### src/rtl/udp_scan_seq.sv
`default_nettype none
// +----------------------------------------------------------------------------+
// | Module      : udp_scan_seq                                                 |
// | Description : Self-timed truth-table scan sequencer for a 4-input UDP.     |
// |               Drives {A,B,C,D} through a binary or thermometer sweep,      |
// |               samples E after SETTLE cycles, builds a 16-bit table.        |
// | Revision    : 1.0 - initial release                                        |
// +----------------------------------------------------------------------------+
module udp_scan_seq #(
    parameter int SETTLE = 2
) (
    input  logic        clk,
    input  logic        rst,
    input  logic        start,
    input  logic        mode,
    output logic        A,
    output logic        B,
    output logic        C,
    output logic        D,
    input  logic        E,
    output logic [15:0] table_out,
    output logic [4:0]  ones,
    output logic        busy,
    output logic        done
);

    typedef enum logic [1:0] {
        IDLE = 2'd0,
        SCAN = 2'd1,
        DONE = 2'd2
    } state_t;

    localparam logic [3:0] c_last_cnt = 4'(SETTLE - 1);

    state_t      r_state, w_state_nxt;
    logic [3:0]  r_pattern, w_pattern_nxt;
    logic [3:0]  r_cnt, w_cnt_nxt;
    logic        r_mode, w_mode_nxt;
    logic [15:0] r_table, w_table_nxt;
    logic [4:0]  r_ones, w_ones_nxt;
    logic        r_busy, w_busy_nxt;
    logic        r_done, w_done_nxt;

    always_ff @(posedge clk or posedge rst) begin
        if (rst) begin
            r_state   <= IDLE;
            r_pattern <= 4'd0;
            r_cnt     <= 4'd0;
            r_mode    <= 1'b0;
            r_table   <= 16'd0;
            r_ones    <= 5'd0;
            r_busy    <= 1'b0;
            r_done    <= 1'b0;
        end else begin
            r_state   <= w_state_nxt;
            r_pattern <= w_pattern_nxt;
            r_cnt     <= w_cnt_nxt;
            r_mode    <= w_mode_nxt;
            r_table   <= w_table_nxt;
            r_ones    <= w_ones_nxt;
            r_busy    <= w_busy_nxt;
            r_done    <= w_done_nxt;
        end
    end

    always_comb begin
        w_state_nxt   = r_state;
        w_pattern_nxt = r_pattern;
        w_cnt_nxt     = r_cnt;
        w_mode_nxt    = r_mode;
        w_table_nxt   = r_table;
        w_ones_nxt    = r_ones;
        w_busy_nxt    = r_busy;
        w_done_nxt    = r_done;

        case (r_state)
            IDLE, DONE: begin
                if (start) begin
                    w_state_nxt   = SCAN;
                    w_busy_nxt    = 1'b1;
                    w_done_nxt    = 1'b0;
                    w_table_nxt   = 16'd0;
                    w_ones_nxt    = 5'd0;
                    w_mode_nxt    = mode;
                    w_pattern_nxt = 4'd0;
                    w_cnt_nxt     = 4'd0;
                end
            end
            SCAN: begin
                if (r_cnt < c_last_cnt) begin
                    w_cnt_nxt = r_cnt + 4'd1;
                end else begin
                    w_table_nxt[r_pattern] = E;
                    w_ones_nxt             = r_ones + {4'd0, E};
                    w_cnt_nxt              = 4'd0;
                    // Both sweeps end on 1111, so one terminal test covers both modes.
                    if (r_pattern == 4'hF) begin
                        w_state_nxt   = DONE;
                        w_busy_nxt    = 1'b0;
                        w_done_nxt    = 1'b1;
                        w_pattern_nxt = 4'd0;
                    end else if (r_mode) begin
                        w_pattern_nxt = {r_pattern[2:0], 1'b1};
                    end else begin
                        w_pattern_nxt = r_pattern + 4'd1;
                    end
                end
            end
            default: begin
                w_state_nxt = IDLE;
            end
        endcase
    end

    assign {A, B, C, D} = r_pattern;
    assign table_out    = r_table;
    assign ones         = r_ones;
    assign busy         = r_busy;
    assign done         = r_done;

endmodule
`default_nettype wire

### config.mk
export PLATFORM = sky130hd
export DESIGN_NAME = udp_scan_seq
export DESIGN_NICKNAME = d
export VERILOG_FILES = /design/src/rtl/udp_scan_seq.sv
export SDC_FILE = /design/constraint.sdc
export NUM_CORES = 1
export LEC_CHECK = 0
export ABC_CLOCK_PERIOD_IN_PS = 4290
export BUFFER_PORTS_ARGS = -buffer_cell sky130_fd_sc_hd__buf_2
export CAP_MARGIN = 20
export CORE_MARGIN = 8
export CORE_UTILIZATION = 55
export DETAILED_ROUTE_END_ITERATION = 10
export PLACE_DENSITY = 0.8
export SYNTH_ARGS = -nofsm -noshare
export SYNTH_HDL_FRONTEND = slang
export SYNTH_SLANG_ARGS = --single-unit
export TNS_END_PERCENT = 50
### constraint.sdc
create_clock -name clk -period 4.29 [get_ports clk]
set_clock_uncertainty 0.1 [all_clocks]
set_input_delay 0.858 -clock clk [delete_from_list [all_inputs] [get_ports clk]]
set_output_delay 0.858 -clock clk [all_outputs]
set_load 0.01 [all_outputs]
==> impl_metrics.csv <==
group,metric,value,unit
power,p_comb_share,48.5,%
layout,multi_input_area,821,um^2
detailed_routing,vias,1345,
power,p_per_area,743,nW/um^2
placed_design,place_hpwl,2650,um
setup_path,required,4.40,ns
floorplan,die_h,72.4,um
global_routing,grt_pass1_vias,1350,
clock_network,cts.clk_slew.worst_paths,0.10,ns
yosys,synthSimpleGateAreaFrac,22.9,%
min_path,hold_path.class,"flop to flop",
detailed_routing,wire_per_inst,14.8,um
clock_network,cts_tree,"done",
clock_network,postCtsSetupBuffers,0,
layout,fill_cells,264,
detailed_routing,viasPerCell,5.45,
timing,fin_ws,1.98,ns
status,outcome,"completed",
layout,final_area,1970,um^2
layout,final_common_cell,"dfrtp_1",
yosys,synth_top_family_by_area,"simple AND/OR/NAND/NOR gates",
clock_network,cts_buffers,5,
setup_path,r2r_slack,2.11,ns
setup_path,critPathKind,"input pin to flop",
layout,syn_to_final_growth,12.5,%
yosys,synth_ff_type,"dfrtp_1",
clock_network,cts-root-buf,"clkbuf_4",
floorplan,ios,32,
power,power_frac_seq,38.9,%
clock_network,cts_buffer_depth,2,
global_routing,overflow,0,
floorplan,initial_utilization,57.8,%
layout,layout_common_cells,"dfrtp_1, nand2_1, buf_2",
yosys,ys_seq_area_share,48.6,%
placed_design,pre_cts_slack,1.59,ns
detailed_routing,drtPass1Iterations,4,
floorplan,rows,20,
yosys,syn_area_per_cell,10.2,um^2
yosys,synth-adder-area-share,5.72,%
yosys,synth.distinct_cells,35,
setup_path,end_kind,"flop",
yosys,synth-seq-cells,34,
timing,fmax,432,MHz
power,p_int,0.000817,W
detailed_routing,drt_wl_total,3660,um
power,clkPwrFrac,12.7,%
clock_network,h-tree-depth,2,
power,sw_frac_of_total,44.2,%
detailed_routing,drt_iter0_drc,100,
layout,drive_gt1_share,24.1,%
layout,diodes,0,
placed_design,portBuffers,31,
layout,seqCellArea,851,um^2
yosys,async_reset_ff_share,100,%
floorplan,dieArea,5240,um^2
flow_run,maxCapViolations,0,
setup_path,crit_fanout,22,
floorplan,fp.dieW,72.4,um
timing,rsz0062_at_grt,"false",
setup_path,cp.arrival,2.42,ns
timing,relSlewSlack,45.7,%
global_routing,antenna_found_initial,0,
yosys,synthCells,172,
yosys,synth_nets,185,
yosys,yosysWarnings,0,
global_routing,grt_max_degree,35,
yosys,synth_edf_count,0,
global_routing,grt_pass1_wl,6150,um
detailed_routing,ant_nets,0,
yosys,synth_compound_area_share,7.58,%
yosys,netlist_area,1750,um^2
setup_path,critPathLaunchType,"input pin",
detailed_routing,drc,0,
floorplan,core-area,3030,um^2
timing,tightest_slew,0.815,ns
timing,slew_viol_final,0,
yosys,synth-xor-area-share,1.00,%
placed_design,gp_congestion,0.803,
power,ir_worst_vdd,0.000386,V
clock_network,cts_resized,0,
global_routing,grt.total_usage,15.0,%
clock_network,insertion_delay,0.34,ns
power,power.switching,0.000646,W
layout,final_nets,215,
power,leakage,1.07,nW
timing,period_share,54.0,%
clock_network,clock_sinks,34,
timing,hold_violations,0,
yosys,synth_mux_area_share,9.73,%
timing,fin_crit,2.31,ns
placed_design,placed_cell_area,1910,um^2
clock_network,cts_hold_buf,0,
timing,fin_tns_setup,0,ns
timing,setup_viol,0,
## synthesized netlist by cell type (all sizes together) (2+ instances only)
master	count	area, um^2
inv	5	18.8
buf	6	47.5
and2b	2	17.5
a22o	2	17.5
clkbuf	3	11.3
and2	2	12.5
and3	3	26.3
mux2i	17	170
nand2b	2	15.0
nor3	3	15.0
nand2	31	116
nor3b	2	26.3
nor2	11	41.3
a21oi	3	26.3
dfrtp	34	851
nor2b	2	12.5
o21ai	8	43.8
nand4	5	31.3
ha	8	100
a21o	2	15.0
nand3	15	75.1
## metal layers
layer	GRT usage (%)	share of wire, %	vias up
met5	0	0	-
met4	5.33	0.66	0
met3	5.10	6.4	4
met2	25.9	49	36
met1	16.7	44	647
li1	-	-	658
## logic make-up (layout without fill, tap and decap cells)
kind of cell,after synthesis,count (layout)
and+or+nand+nor,79,79
DFF,34,34
AOI/OAI and AO/OA,18,18
muxes,17,17
buffers and inverters,14,45
adders and majority gates,8,8
xor gates and xnor gates,2,2
## worst paths after layout
path                                             end  depth (start not counted)              startpoint
max in group asynchronous   r_pattern[1]$_DFFE_PP0P_                          3                     rst
hold reg to reg                  ones[4]$_DFFE_PP0P_                          1     ones[4]$_DFFE_PP0P_
hold / removal                   ones[4]$_DFFE_PP0P_                          1     ones[4]$_DFFE_PP0P_
setup / recovery           table_out[11]$_DFFE_PP0P_                          5                   start
setup reg to reg           table_out[11]$_DFFE_PP0P_                          4  r_state[0]$_DFFE_PP0P_
min in group asynchronous   table_out[6]$_DFFE_PP0P_                          3                     rst
## area by class of cell
cell class | instances | area share [%]
well taps | 44 | 2.80
flip-flops and latches | 34 | 43.2
multi-input cells | 124 | 41.7
inverters | 5 | 0.954
repair buffers | 32 | 8.26
clock inverters | 1 | 0.254
clock buffers | 7 | 2.80
## per-stage QoR
| stage | util (%) | total power [W] | hold slack, ns | std cells |
|---|---|---|---|---|
| 5_1_grt | 65.0 | 0.00159 | 0.427 | 247 |
| 6_report | 65.0 | 0.00146 | 0.374 | 247 |
| 3_3_place_gp | 63.0 | 0.00125 | 0.357 | 239 |
| 2_1_floorplan | - | 0.00110 | 0.385 | 172 |
| 4_1_cts | 65.0 | 0.00148 | 0.380 | 247 |
| 3_5_place_dp | 63.0 | 0.00129 | 0.366 | 239 |
## state kept, by name (all words and copies together) (netlist names)
| signal | cells |
|---|---|
| busy | 1 |
| done | 1 |
| ones | 5 |
| r_cnt | 4 |
| r_mode | 1 |
| r_pattern | 4 |
| r_state | 2 |
| table_out | 16 |
## power groups by stage
| stage | Sequential (W) | Combinational, W | Clock, W |
|---|---|---|---|
| 2_1_floorplan | 0.000585 | 0.000517 | 0 |
| 3_5_place_dp | 0.000574 | 0.000713 | 0 |
| 5_1_grt | 0.000586 | 0.000798 | 0.000201 |
| 3_3_place_gp | 0.000562 | 0.000688 | 0 |
| 6_report | 0.000568 | 0.000709 | 0.000185 |
| 4_1_cts | 0.000567 | 0.000715 | 0.000193 |
## worst max-delay path, stage by stage
cell and delay [ns]:
buf_2 0.11, nand2b_1 0.57, o21ai_2 0.43, and3_2 0.34, mux2i_1 0.11
Note: power is estimated with default switching activity, not from simulation.
